## src/rtl/cios_tstore_seq.sv

```systemverilog
// CIOS accumulator store and row sequencer.
// Holds T[0..S+1] for one Montgomery multiplication and runs S row passes of
// the external row engine. It commits the engine's write stream into T, checks
// each row's write count, and streams T[0..S-1] out over valid/ready.
module cios_tstore_seq #(
    parameter int unsigned WIDTH   = 32,
    parameter int unsigned S       = 8,
    parameter int unsigned W_ROW   = 2 * S + 3,
    parameter int unsigned TIMEOUT = 1024
) (
    input  logic                       clk,
    input  logic                       rst,
    input  logic                       go,
    output logic                       busy,
    output logic [$clog2(S)-1:0]       a_idx,
    output logic                       row_start,
    output logic                       row_flush,
    input  logic                       row_we,
    input  logic [$clog2(S+2)-1:0]     row_waddr,
    input  logic [WIDTH-1:0]           row_wdata,
    input  logic                       row_done,
    output logic [WIDTH-1:0]           T [S+2],
    output logic                       res_valid,
    input  logic                       res_ready,
    output logic [WIDTH-1:0]           res_data,
    output logic [$clog2(S)-1:0]       res_idx,
    output logic                       res_last,
    output logic [WIDTH-1:0]           res_msw,
    output logic                       err
);

    localparam int unsigned IW = $clog2(S);
    localparam int unsigned AW = $clog2(S + 2);
    localparam int unsigned CW = $clog2(W_ROW + 2);
    localparam int unsigned TW = $clog2(TIMEOUT);

    localparam logic [AW-1:0] MAX_ADDR = AW'(S + 1);
    localparam logic [IW-1:0] LAST_IDX = IW'(S - 1);
    localparam logic [CW-1:0] WCNT_EXP = CW'(W_ROW);
    localparam logic [CW-1:0] WCNT_SAT = CW'(W_ROW + 1);
    localparam logic [TW-1:0] TMO_LAST = TW'(TIMEOUT - 1);

    typedef enum logic [2:0] {
        StIdle,
        StClear,
        StRowStart,
        StRowWait,
        StRowCheck,
        StErrAbort,
        StDrain
    } state_e;

    state_e           r_state;
    state_e           w_state_next;
    logic [WIDTH-1:0] r_t [S+2];
    logic [IW-1:0]    r_i;
    logic [IW-1:0]    r_res_idx;
    logic [CW-1:0]    r_wcnt;
    logic [TW-1:0]    r_tmo;
    logic             r_err;

    logic             w_addr_ok;
    logic             w_wr_en;
    logic             w_err_set;
    logic             w_err_clr;
    logic             w_row_adv;
    logic             w_drain_enter;
    logic             w_res_adv;

    assign w_addr_ok = (row_waddr <= MAX_ADDR);

    // Next-state decode and datapath enables; the bad-address check wins over
    // completion and timeout so a stray write never reaches T.
    always_comb begin
        w_state_next  = r_state;
        w_wr_en       = 1'b0;
        w_err_set     = 1'b0;
        w_err_clr     = 1'b0;
        w_row_adv     = 1'b0;
        w_drain_enter = 1'b0;
        w_res_adv     = 1'b0;
        unique case (r_state)
            StIdle: begin
                if (go) begin
                    w_state_next = StClear;
                    w_err_clr    = 1'b1;
                end
            end
            StClear:    w_state_next = StRowStart;
            StRowStart: w_state_next = StRowWait;
            StRowWait: begin
                if (row_we && !w_addr_ok) begin
                    w_err_set    = 1'b1;
                    w_state_next = StErrAbort;
                end else begin
                    w_wr_en = row_we;
                    if (row_done) begin
                        w_state_next = StRowCheck;
                    end else if (r_tmo == TMO_LAST) begin
                        w_err_set    = 1'b1;
                        w_state_next = StErrAbort;
                    end
                end
            end
            StRowCheck: begin
                if (r_wcnt != WCNT_EXP) begin
                    w_err_set    = 1'b1;
                    w_state_next = StErrAbort;
                end else if (r_i == LAST_IDX) begin
                    w_drain_enter = 1'b1;
                    w_state_next  = StDrain;
                end else begin
                    w_row_adv    = 1'b1;
                    w_state_next = StRowStart;
                end
            end
            StErrAbort: w_state_next = StIdle;
            StDrain: begin
                if (res_ready) begin
                    if (r_res_idx == LAST_IDX) begin
                        w_state_next = StIdle;
                    end else begin
                        w_res_adv = 1'b1;
                    end
                end
            end
            default: w_state_next = StIdle;
        endcase
    end

    // State register.
    always_ff @(posedge clk or posedge rst) begin
        if (rst) begin
            r_state <= StIdle;
        end else begin
            r_state <= w_state_next;
        end
    end

    // Accumulator register file: cleared per multiplication, single write port.
    always_ff @(posedge clk or posedge rst) begin
        if (rst) begin
            for (int k = 0; k < S + 2; k++) begin
                r_t[k] <= '0;
            end
        end else if (r_state == StClear) begin
            for (int k = 0; k < S + 2; k++) begin
                r_t[k] <= '0;
            end
        end else if (w_wr_en) begin
            r_t[row_waddr] <= row_wdata;
        end
    end

    // Row index, which doubles as the operand word select.
    always_ff @(posedge clk or posedge rst) begin
        if (rst) begin
            r_i <= '0;
        end else if (r_state == StClear) begin
            r_i <= '0;
        end else if (w_row_adv) begin
            r_i <= r_i + IW'(1);
        end
    end

    // Per-row write counter; saturates just past the expected count so a
    // runaway engine cannot wrap back onto a matching value.
    always_ff @(posedge clk or posedge rst) begin
        if (rst) begin
            r_wcnt <= '0;
        end else if (r_state == StClear || r_state == StRowStart) begin
            r_wcnt <= '0;
        end else if (w_wr_en && r_wcnt != WCNT_SAT) begin
            r_wcnt <= r_wcnt + CW'(1);
        end
    end

    // Cycles spent waiting on the row engine.
    always_ff @(posedge clk or posedge rst) begin
        if (rst) begin
            r_tmo <= '0;
        end else if (r_state == StRowStart) begin
            r_tmo <= '0;
        end else if (r_state == StRowWait && r_tmo != TMO_LAST) begin
            r_tmo <= r_tmo + TW'(1);
        end
    end

    // Sticky error flag, cleared only by an accepted go.
    always_ff @(posedge clk or posedge rst) begin
        if (rst) begin
            r_err <= 1'b0;
        end else if (w_err_clr) begin
            r_err <= 1'b0;
        end else if (w_err_set) begin
            r_err <= 1'b1;
        end
    end

    // Result word pointer; holds at S-1 after the last handshake.
    always_ff @(posedge clk or posedge rst) begin
        if (rst) begin
            r_res_idx <= '0;
        end else if (w_drain_enter) begin
            r_res_idx <= '0;
        end else if (w_res_adv) begin
            r_res_idx <= r_res_idx + IW'(1);
        end
    end

    assign busy      = (r_state != StIdle);
    assign row_start = (r_state == StRowStart);
    assign row_flush = (r_state == StErrAbort);
    assign res_valid = (r_state == StDrain);
    assign res_last  = res_valid && (r_res_idx == LAST_IDX);
    assign res_idx   = r_res_idx;
    assign res_data  = r_t[AW'(r_res_idx)];
    assign res_msw   = r_t[S];
    assign a_idx     = r_i;
    assign err       = r_err;
    assign T         = r_t;

endmodule
```

## config.mk

```make
export PLATFORM = sky130hd
export DESIGN_NAME = cios_tstore_seq
export DESIGN_NICKNAME = d
export VERILOG_FILES = /design/src/rtl/cios_tstore_seq.sv
export SDC_FILE = /design/constraint.sdc
export NUM_CORES = 1
export LEC_CHECK = 0
export BUFFER_PORTS_ARGS = -buffer_cell sky130_fd_sc_hd__buf_4
export CAP_MARGIN = 20
export CELL_PAD_IN_SITES_DETAIL_PLACEMENT = 1
export CELL_PAD_IN_SITES_GLOBAL_PLACEMENT = 1
export CORE_MARGIN = 2
export CORE_UTILIZATION = 30
export CTS_BUF_LIST = sky130_fd_sc_hd__clkbuf_16
export DETAILED_ROUTE_END_ITERATION = 8
export PLACE_DENSITY_LB_ADDON = 0.1
export SLEW_MARGIN = 20
export SYNTH_ARGS = -nofsm -noshare
export SYNTH_HDL_FRONTEND = slang
export SYNTH_SLANG_ARGS = --single-unit
```

## constraint.sdc

```tcl
create_clock -name clk -period 10.15 [get_ports clk]
set_clock_uncertainty 0.2 [all_clocks]
set_input_delay 0.5075 -clock clk [delete_from_list [all_inputs] [get_ports clk]]
set_output_delay 0.5075 -clock clk [all_outputs]
set_load 0.02 [all_outputs]
```

== Word level (Yosys, flattened, before mapping) ==
Cells that the tools add are included.
Operators by class
  $add $sub $neg: 4
  equal/unequal tests: 16
  bitwise operators: 2
  reductions and logical operators: 16
  order comparisons: 4
  muxes and demuxes: 45
Operator list (count)
  320-bit two-way mux: 2
  320-bit bitwise mux: 1
  32-bit binary-select mux with 4-bit select: 1
  32-bit demux with 4-bit select: 1
  32-bit two-way mux: 3
  3-bit two-way mux: 12
  10-bit two-way mux: 2
  1-bit two-way mux: 19
  3-bit case mux with 6 select lines: 1
  3-bit == test (second input constant): 5
  2-bit nonzero test: 6
  10-bit by 1-bit adder with 10-bit output (second input constant): 1
  10-bit == test (second input constant): 1
  5-bit >= comparator (second input constant): 2
  5-bit two-way mux: 2
  10-bit inequality test (second input constant): 1
  5-bit inequality test (second input constant): 2
  3-bit by 1-bit adder with 3-bit output (second input constant): 2
  3-bit by 2-bit == test with 1-bit output (second input constant): 2
  5-bit by 1-bit adder with 5-bit output (second input constant): 1
  1-bit logical AND: 5
  5-bit by 1-bit < comparator with 1-bit output (second input constant): 1
  3-bit inverter with 5-bit output: 1
  4-bit inverter with 5-bit output: 1
  11 further kinds: 12
Word-level totals
  register bits: 345
  output and inout port bits: 396
  input bits: 42

== Logic depth before layout (Yosys ltp) ==
Gate-level depths: netlist of run 1.
  word-level depth: 8
  mapped depth: 7

== Least setup slack after synthesis of run 1 ==
Ideal clock, no wire load.
  path kind: register to output
  start: reg r_res_idx[0], in the netlist res_idx[0]
  end: out res_data[0]
  data arrival time: 1897 ps
  cell stages (with the launch flop): 5
  slack: 7545 ps
  path buffers: 2
  path through: dfrtp_1 buf_2 buf_2 mux4_2 mux2_2
Between the ends
  word-level cells in the longest chain between the ends: 4
Ends and longest elaborated chain
  from (decl): line 57  | logic [IW-1:0] r_res_idx;
  from (signal assigned): line 207  | r_res_idx <= r_res_idx + IW'(1);
  3-bit inverter with 5-bit output (implied by the code): line 217  | assign res_data = r_t[AW'(r_res_idx)];
  32-bit binary-select mux with 4-bit select: line 217
  32-bit two-way mux (implied by the code) (2 in series): line 217
  to (decl): line 25  | output logic [WIDTH-1:0] res_data,
No other way between the ends. The select of a mux whose other input is x is not followed.

== Worst setup path in the final report of run 1 ==
  start: reg r_res_idx[0], in the netlist res_idx[0]
  end: out res_data[15]
The elaborated chain is that of the path after synthesis.

==> results of run 1 <==
==> layout by cell type, fill, tap and decap left out, types with 4 or more instances in the layout <==
| master | instances |
|---|---|
| clkinv_2 | 6 |
| mux2i_1 | 8 |
| nand2_4 | 20 |
| nand4_1 | 5 |
| o21ai_1 | 86 |
| nor3_1 | 6 |
| mux4_2 | 64 |
| buf_4 | 454 |
| inv_1 | 22 |
| dfrtp_1 | 342 |
| nand2_1 | 20 |
| a21oi_1 | 5 |
| nand4b_4 | 4 |
| o21ai_0 | 242 |
| nor2_1 | 19 |
| and3_1 | 5 |
| clkinv_1 | 6 |
| ha_1 | 7 |
| clkbuf_16 | 43 |
| nand3_1 | 324 |
| mux2_2 | 32 |
==> worst paths after layout <==
check / cells after the start / end / start
setup reg to reg: 5 / T[282] / r_state[1]
hold / removal: 3 / res_msw[9] / row_wdata[9]
setup / recovery: 4 / res_data[15] / res_idx[0]
hold reg to reg: 2 / T[1] / T[1]
min in group asynchronous: 3 / res_msw[23] / rst
max in group asynchronous: 6 / T[164] / rst
==> power groups by stage <==
stage	Combinational, W	Clock (W)	Sequential [W]
CTS	0.00154	0.00146	0.00179
global placement	0.00149	0	0.00184
floorplan	0.000875	0	0.00185
finish	0.00152	0.00141	0.00179
global route	0.00164	0.00151	0.00182
detailed placement	0.00153	0	0.00181
==> sequential cells by signal (all words and copies together) (netlist names) <==
| register | flops |
|---|---|
| r_state | 3 |
| r_wcnt | 5 |
| err | 1 |
| res_idx | 3 |
| T | 288 |
| a_idx | 3 |
| r_tmo | 10 |
| res_msw | 32 |
==> cells by family (layout without fill, tap and decap cells) <==
logic type,count (synthesis),after routing
xor gates and xnor gates,4,4
adders and majority gates,7,7
DFF,345,345
and+or+nand+nor,435,435
AOI/OAI and AO/OA,349,349
muxes,104,104
buffers and inverters,175,543
==> per-layer routing <==
layer  vias to the layer above  wire length, µm  track usage
met5                         -               16            0
met4                         2             1430       0.0599
met2                       307            29300        0.358
met3                        80             3830       0.0537
li1                       5865                -            -
met1                      6701            25700        0.283
==> final cells by class <==
cell class / instances / area, µm² / area share
multi-input combinational: 899 / 6340 / 0.307
clock buffer: 43 / 1080 / 0.0521
sequential: 345 / 8640 / 0.418
timing repair buffer: 459 / 3510 / 0.170
tap: 688 / 861 / 0.0417
clock inverter: 27 / 178 / 0.00860
inverter: 14 / 56.3 / 0.00273
==> worst register-to-register path, stage by stage, from the launching register on <==
cell	delay [ps]
dfrtp_1	680
or3_4	630
buf_4	660
buf_4	900
nand2_1	450
o21ai_0	280
==> per-stage QoR <==
stage	hold WS [ps]	instances	power [W]	instance area [µm²]
after floorplan	291	1419	0.00272	15900
after global routing	53.0	2475	0.00497	20700
after detailed placement	298	2402	0.00335	19400
final	69.4	2475	0.00472	20700
after global placement	291	2401	0.00332	19300
after CTS	26.4	2473	0.00479	20600
==> results by group, run 1 <==
CTS
  • CTS Hold Buffers Added: 1
  • Clk pin slew, worst setup/hold paths: 60 ps
  • Resize count post-CTS: 0
  • CTS buffer count: 42
  • CTS sink cnt: 345
  • Post-CTS setup buffers: 0
  • H-tree depth: 2
  • Maximum root-to-sink buffer count: 3
  • Insertion delay to the later sink of the worst-skew pair: 550 ps
  • CTS tree: done
  • Clock root buffer master: clkbuf_16

Yosys
  • Synth top area share: 0.544
  • Post-synthesis xor/xnor area fraction: 0.00221
  • Register bit total from synthesis: 345
  • Mapped cell area: 15900 µm²
  • Post-synthesis mux area share: 0.118
  • Cell taking the most area after synthesis: dfrtp_1
  • Post-Synth Adder-Cell Area: 0.00552
  • Most common cell in the netlist: dfrtp_1
  • Syn avg cell area: 11.2 µm²
  • Cell count after synthesis: 1419
  • Largest family of logic cells by synthesized area: simple AND/OR/NAND/NOR gates
  • Post-Synth Simple-Gate Area: 0.159
  • Top post-synthesis cells by area: dfrtp_1 (54%), nand3_1 (10%), mux4_2 (9.1%), o21ai_0 (7.6%), o21ai_1 (2.7%)
  • Compound-Gate Fraction of Synth Area: 0.114
  • Most used DFF post-synth: dfrtp_1
  • Commonest cells post-synth: dfrtp_1 (345), nand3_1 (324), o21ai_0 (242)
  • Syn Nets: 1468
  • Yosys Warn Count: 0
  • Post-synthesis async set-or-reset flop share: 1.00
  • Unique masters post-synth: 60
  • EDFF count, synth: 0
  • Seq/Total Area, Yosys: 0.544

Timing
  • Post-layout min period: 4040 ps
  • Slew HR: 0.331
  • Final WS setup: 6110 ps
  • Final Hold Vio Count: 0
  • Post-route setup TNS: 0 ps
  • Measured slew at the worst slew-check pin: 1000 ps
  • Max frequency: 247 MHz
  • RSZ-0062 raised after global routing: false
  • Final Setup Violations: 0
  • Slew Limit Fails: 0
  • Tcrit/Tclk final: 0.398

Global routing
  • GRT overflow: 0
  • First-pass GRT wire length: 89500 µm
  • Gr usage total: 0.217
  • Antenna violations before repair: 1
  • Vias in the first global route: 13.4k
  • Largest net degree at the start of global routing: 153

Critical path
  • Cell mode on critical path: buf_4
  • Worst Setup End Kind: output pin
  • Worst path bufs/invs: 2
  • CP max-delay cell: buf_4
  • Worst EP arrival: 3330 ps
  • Critical-path cell list: buf_4, mux4_2, mux2_2, buf_4
  • Worst Setup Path Type: reg2out
  • R2r setup slk: 6230 ps
  • Setup crit start kind: flip-flop
  • CP required: 9440 ps
  • Crit-path max cell delay: 850 ps
  • Crit path max-delay family: buffers and inverters
  • Crit-path max FO: 45

Place
  • Post-DP HPWL: 39700 µm
  • Pre-CTS WS: 6200 ps
  • Port-buffer cells: 437
  • Routability cong.: 0.781

Floorplanning
  • Die area: 54800 µm²
  • Core Region: 52400 µm²
  • Starting density of the core: 0.303
  • Die Ht: 234 µm
  • Top Ports: 438
  • Placement Rows: 84
  • Die span in x: 234 µm

Flow run
  • Max-capacitance violation count: 0

Route
  • Via density per instance: 5.23
  • WL/cell: 24.4 µm
  • Antenna Nets Post-Route: 0
  • Via Count: 13.0k
  • # DRC: 0
  • Final wirelength: 60300 µm
  • Number of iterations in the first detailed-routing pass: 5
  • DRT iter0 DRCs: 675

Power
  • Static Leak: 9.89 nW
  • Sw frac: 0.382
  • Int Pwr: 0.00291 W
  • Comb power frac: 0.321
  • Clock network power share: 0.300
  • Seq pwr share: 0.379
  • Peak supply drop: 0.000122 V
  • PD cells: 228 nW/µm²
  • Switching pwr: 0.00180 W

Layout
  • Diode count: 0
  • Core Util, Final: 0.394
  • Final nets: 1810
  • Layout cells sized above 1: 0.366
  • Area grow syn2layout: 30.1%
  • Fillers: 5720

Status
  • Outcome: finished clean

Min path
  • Min-Delay Path Class: in2reg
Note: power is estimated with default switching activity, not from simulation.
==> inputs of run 2 (changes only) <==
Clock period 10.15 ns to 4.1 ns, I/O delays scaled along.
==> run 2 against run 1 <==
- non-clock buffer count is 49 higher
- first-iteration DRC count is 10% lower
- sequential share of layout area is 1.0 points lower
- design area is 2.5% higher
- power grew to 2.5 times the previous value
- register-to-register slack worse by 5300 ps
- critical path depth stayed put
- critical path type unchanged
- global-route usage is 0.38 points higher
==> results by group, run 2 (synthesis results as in run 1) <==
Route
  • Via density per instance: 5.20 (was 5.23)
  • Antenna Nets Post-Route: 0 (unchanged)
  • Final wirelength: 61300 µm (was 60300 µm)
  • WL/cell: 24.3 µm (was 24.4 µm)
  • Number of iterations in the first detailed-routing pass: 4 (was 5)
  • DRT iter0 DRCs: 607 (was 675)
  • Via Count: 13.1k (was 13.0k)
  • # DRC: 0 (unchanged)

Timing
  • Hold slack final: 16.4 ps (was 69.4 ps)
  • Slew Limit Fails: 0 (unchanged)
  • Slew HR: 0.254 (was 0.331)
  • Max frequency: 304 MHz
  • Measured slew at the worst slew-check pin: 1120 ps (was 1000 ps)
  • Final Hold Vio Count: 0 (unchanged)
  • Final Setup Violations: 0 (unchanged)
  • Tcrit/Tclk final: 0.801
  • RSZ-0062 raised after global routing: false (unchanged)
  • Final WS setup: 815 ps (was 6110 ps)
  • Post-layout min period: 3290 ps
  • Post-route setup TNS: 0 ps (unchanged)

Critical path
  • Setup crit start kind: flip-flop (unchanged)
  • Worst Setup End Kind: output pin (unchanged)
  • Critical path destination: res_data[3] (was res_data[15])
  • Worst EP arrival: 2880 ps (was 3330 ps)
  • Crit-path max cell delay: 790 ps (was 850 ps)
  • RR Startpoint: r_state[2] (was r_state[1])
  • Worst path bufs/invs: 2 (unchanged)
  • CP Depth: 4 (unchanged)
  • Launch point of the worst path: res_idx[0] (unchanged)
  • R2r setup slk: 980 ps (was 6230 ps)
  • Crit path max-delay family: multiplexers (was buffers and inverters)
  • Worst Setup Path Type: reg2out (unchanged)
  • Reg-to-Reg End: T[117] (was T[282])
  • Reg2Reg Depth: 5 (unchanged)
  • CP max-delay cell: dfrtp_4 (was buf_4)
  • Critical-path cell list: buf_12, mux4_2, mux2_2, buf_4 (was buf_4, mux4_2, mux2_2, buf_4)
  • Crit-path max FO: 44 (was 45)
  • CP required: 3690 ps (was 9440 ps)

Global routing
  • GRT overflow: 0 (unchanged)
  • Largest net degree at the start of global routing: 94 (was 153)
  • First-pass GRT wire length: 90900 µm (was 89500 µm)
  • Vias in the first global route: 13.7k (was 13.4k)
  • Gr usage total: 0.221 (was 0.217)
  • Antenna violations before repair: 0 (was 1)

CTS
  • Clk pin slew, worst setup/hold paths: 60 ps (about the same)
  • CTS tree: done (unchanged)
  • CTS sink cnt: 345 (unchanged)
  • Clock root buffer master: clkbuf_16 (unchanged)
  • H-tree depth: 2 (unchanged)
  • Post-CTS setup buffers: 0 (unchanged)
  • Maximum root-to-sink buffer count: 3 (unchanged)
  • Insertion delay to the later sink of the worst-skew pair: 550 ps (about the same)
  • CTS buffer count: 42 (unchanged)

Floorplanning
  • Die Ht: 234 µm (unchanged)
  • Placement Rows: 84 (unchanged)
  • Top Ports: 438 (unchanged)
  • Die area: 54800 µm² (unchanged)
  • Core Region: 52400 µm² (unchanged)
  • Starting density of the core: 0.303 (unchanged)
  • Die span in x: 234 µm (unchanged)

Flow run
  • Max-capacitance violation count: 0 (unchanged)

Place
  • Routability cong.: 0.766 (was 0.781)
  • Dpl cell area: 19500 µm² (was 19400 µm²)
  • Dpl cells: 2415 (was 2402)
  • Port-buffer cells: 437 (unchanged)
  • Pre-CTS WS: 973 ps (was 6200 ps)
  • Post-DP HPWL: 41200 µm (was 39700 µm)

Layout
  • Layout cells sized above 1: 0.360 (was 0.366)
  • Most frequent cells in the layout: buf_4 (461), dfrtp_1 (342), nand3_1 (324), o21ai_0 (242), o21ai_1 (86) (was buf_4 (454), dfrtp_1 (342), nand3_1 (324), o21ai_0 (242), o21ai_1 (86))
  • Area grow syn2layout: 33.3% (was 30.1%)
  • Diode count: 0 (unchanged)
  • Final Cell Area: 21200 µm² (was 20700 µm²)
  • Number of flip-flops in the largest register: 288 (unchanged)
  • Most common cell after layout, fill and taps aside: buf_4 (unchanged)
  • Final cell count without fillers: 2529 (was 2475)
  • Final nets: 1859 (was 1810)

Min path
  • Min-Delay Path Class: in2reg (unchanged)

Power
  • Static Leak: 10.1 nW (was 9.89 nW)
  • PD cells: 559 nW/µm² (was 228 nW/µm²)
  • Peak supply drop: 0.000258 V (was 0.000122 V)

Status
  • Outcome: finished clean (unchanged)
==> run 2: cell types whose count changed in the layout (fill, tap and decap cells not counted), sizes merged <==
cell and delta:
clkinv +7, inv -1, clkinvlp -1, buf +11, dlygate4sd3 +38
==> run 2: layout make-up <==
cell class,count,area [µm²]
fillers,5741,31300
clock inverters,32,185
repair buffers,508,4010
inverters,14,56.3
multi-input cells,899,6340
flip-flops and latches,345,8640
well taps,688,861
clock buffers,43,1080
==> run 2: worst min path at each step <==
stage                   to  depth (start not counted)          start
4_1_cts        res_msw[29]                          3  row_wdata[29]
6_report       res_msw[29]                          3  row_wdata[29]
5_1_grt        res_msw[29]                          3  row_wdata[29]
3_3_place_gp        T[149]                          2            rst
2_1_floorplan   res_msw[1]                          2   row_wdata[1]
3_5_place_dp   res_msw[23]                          2            rst
==> run 2: power breakdown <==
| part | switching [W] | internal (W) |
|---|---|---|
| registers | 0.000715 | 0.00381 |
| logic | 0.00231 | 0.00150 |
| clock network | 0.00149 | 0.00201 |
| total | 0.00452 | 0.00732 |
==> run 2: repair_timing <==
action                                 CTS  global route
hold buffers                            39             0
resized for setup                        0             0
endpoints found under the hold margin  338             0
==> run 2: layer usage <==
metal  track usage  vias to the layer above  share of wire
met2         0.377                      307           0.50
li1              -                     5964              -
met5             0                        -              0
met4        0.0550                        0          0.020
met1         0.287                     6803           0.43
met3        0.0427                       67          0.052
==> run 2: worst min-delay path: stages <==
cell	delay, ps
buf_4	110
nand2_1	300
o21ai_1	100
==> run 2: metrics by stage <==
stage          total power [W]  utilization
2_1_floorplan          0.00675            -
4_1_cts                 0.0120        0.404
3_3_place_gp           0.00835        0.372
6_report                0.0118        0.404
3_5_place_dp           0.00841        0.372
5_1_grt                 0.0124        0.404
==> inputs of run 3 (changes only) <==
Clock period 4.1 ns to 2.75 ns, I/O delays scaled along.
==> run 3 against run 2 <==
- routed wire length down 1.0%
- via count rose by 0.56%
- non-clock buffer count rose by 22
- worst hold slack improved by 4.3 ps
- sequential power rose by 43%
- critical endpoint is now res_data[15]
- die area is the same
- core utilization up 0.73 points
==> results by group, run 3 (synthesis results as in run 1) <==
Place
  • Dpl cell area: 19700 µm² (was 19500 µm²)
  • Routability cong.: 0.793 (was 0.766)
  • Post-DP HPWL: 41600 µm (was 41200 µm)
  • Dpl cells: 2433 (was 2415)
  • Pre-CTS WS: 484 ps (was 973 ps)
  • Port-buffer cells: 437 (unchanged)

CTS
  • Insertion delay to the later sink of the worst-skew pair: 550 ps (about the same)
  • Clock root buffer master: clkbuf_16 (unchanged)
  • Maximum root-to-sink buffer count: 3 (unchanged)
  • CTS buffer count: 41 (was 42)
  • H-tree depth: 2 (unchanged)
  • CTS sink cnt: 345 (unchanged)
  • CTS tree: done (unchanged)
  • Post-CTS setup buffers: 0 (unchanged)
  • Clk pin slew, worst setup/hold paths: 60 ps (about the same)

Global routing
  • Vias in the first global route: 13.6k (was 13.7k)
  • First-pass GRT wire length: 90600 µm (was 90900 µm)
  • GRT overflow: 0 (unchanged)
  • Largest net degree at the start of global routing: 121 (was 94)
  • Gr usage total: 0.220 (was 0.221)
  • Antenna violations before repair: 0 (unchanged)

Timing
  • Hold slack final: 20.7 ps (was 16.4 ps)
  • Final Hold Vio Count: 0 (unchanged)
  • Final Setup Violations: 0 (unchanged)
  • Slew Limit Fails: 0 (unchanged)
  • Post-route setup TNS: 0 ps (unchanged)
  • Post-layout min period: 2720 ps
  • Measured slew at the worst slew-check pin: 701 ps (was 1120 ps)
  • Tcrit/Tclk final: 0.988
  • Slew HR: 0.533 (was 0.254)
  • Max frequency: 368 MHz
  • Final WS setup: 34.2 ps (was 815 ps)
  • RSZ-0062 raised after global routing: true (was false)

Power
  • Comb power frac: 0.340 (was 0.322)
  • Seq pwr share: 0.359 (was 0.382)
  • Peak supply drop: 0.000719 V (was 0.000258 V)
  • PD cells: 834 nW/µm² (was 559 nW/µm²)
  • Static Leak: 10.3 nW (was 10.1 nW)
  • Sw frac: 0.373 (was 0.382)
  • Clock network power share: 0.300 (was 0.296)
  • Switching pwr: 0.00672 W (was 0.00452 W)
  • Int Pwr: 0.0113 W (was 0.00732 W)

Layout
  • Reg area: 8640 µm² (about the same)
  • Most common cell after layout, fill and taps aside: buf_4 (unchanged)
  • Layout cells sized above 1: 0.371 (was 0.360)
  • Area grow syn2layout: 35.7% (was 33.3%)
  • Final Cell Area: 21600 µm² (was 21200 µm²)
  • Final cell count without fillers: 2550 (was 2529)
  • Most frequent cells in the layout: buf_4 (466), dfrtp_1 (340), nand3_1 (323), o21ai_0 (242), o21ai_1 (86) (was buf_4 (461), dfrtp_1 (342), nand3_1 (324), o21ai_0 (242), o21ai_1 (86))
  • Area of the multi-input gates: 6380 µm² (was 6340 µm²)
  • Final nets: 1880 (was 1859)
  • Fillers: 5690 (was 5741)
  • Number of flip-flops in the largest register: 288 (unchanged)

Critical path
  • RR Startpoint: r_tmo[0] (was r_state[2])
  • Worst EP arrival: 2380 ps (was 2880 ps)
  • Worst Setup End Kind: output pin (unchanged)
  • Reg-to-Reg End: r_state[2] (was T[117])
  • Reg2Reg Depth: 8 (was 5)
  • Setup crit start kind: flip-flop (unchanged)
  • Launch point of the worst path: res_idx[0] (unchanged)
  • R2r setup slk: 130 ps (was 980 ps)
  • Crit-path max FO: 35 (was 44)
  • Critical path destination: res_data[15] (was res_data[3])
  • Worst Setup Path Type: reg2out (unchanged)
  • CP required: 2410 ps (was 3690 ps)

Route
  • WL/cell: 23.8 µm (was 24.3 µm)
  • DRT iter0 DRCs: 771 (was 607)
  • Number of iterations in the first detailed-routing pass: 4 (unchanged)
  • # DRC: 0 (unchanged)
  • Antenna Nets Post-Route: 0 (unchanged)
  • Via Count: 13.2k (was 13.1k)
  • Final wirelength: 60700 µm (was 61300 µm)
  • Via density per instance: 5.18 (was 5.20)

Flow run
  • Max-capacitance violation count: 0 (unchanged)

Floorplanning
  • Die Ht: 234 µm (unchanged)
  • Die area: 54800 µm² (unchanged)
  • Core Region: 52400 µm² (unchanged)
  • Top Ports: 438 (unchanged)
  • Starting density of the core: 0.303 (unchanged)
  • Die span in x: 234 µm (unchanged)
  • Placement Rows: 84 (unchanged)

Min path
  • Min-Delay Path Class: in2async (was in2reg)

Status
  • Outcome: finished clean (unchanged)
-- run 3: layer usage --
metal,GRT usage,vias up,wire length (µm)
met5,0,-,0
met4,0.0605,0,1340
met3,0.0418,70,3530
met2,0.365,338,30000
met1,0.294,6800,25900
li1,-,6007,-
-- run 3: power groups by stage --
stage               clock, W  sequential, W  combinational, W
floorplan                  0        0.00683           0.00323
global placement           0        0.00653           0.00599
detailed placement         0        0.00654           0.00605
CTS                  0.00556        0.00646           0.00618
global route         0.00577        0.00655           0.00662
finish               0.00540        0.00646           0.00612
-- run 3: worst min path at each step --
stage                 start  depth (start not counted)  slack, ps         end
3_3_place_gp            rst                          2         70      T[182]
6_report                rst                          3         20      T[182]
3_5_place_dp            rst                          2         60      T[182]
2_1_floorplan  row_wdata[1]                          2        100  res_msw[1]
5_1_grt                 rst                          3         40       T[22]
4_1_cts                 rst                          3          9      T[182]
-- run 3: area by class of cell --
cell class	instances	share of cell area
flip-flops and latches	345	0.401
diodes	1	0.000116
clock buffers	43	0.0499
well taps	688	0.0399
clock inverters	30	0.0111
inverters	14	0.00261
multi-input cells	899	0.296
repair buffers	530	0.199
-- run 3: timing repair --
action                     4_1_cts  5_1_grt
resized for setup                4       22
gates cloned                     0        0
hold buffers                    43        0
setup endpoints to repair        3       16
hold endpoints to repair       534        0
-- run 3: critical path, stage by stage, from the launching register on --
cell and delay (ps):
dfrtp_4 460, buf_16 280, mux4_2 590, mux2_2 290, buf_4 160
-- run 3: metrics by stage --
step	total power, W	util
after floorplan	0.0101	-
after global placement	0.0125	0.376
after detailed placement	0.0126	0.376
after CTS	0.0182	0.409
after global routing	0.0189	0.411
final	0.0180	0.411
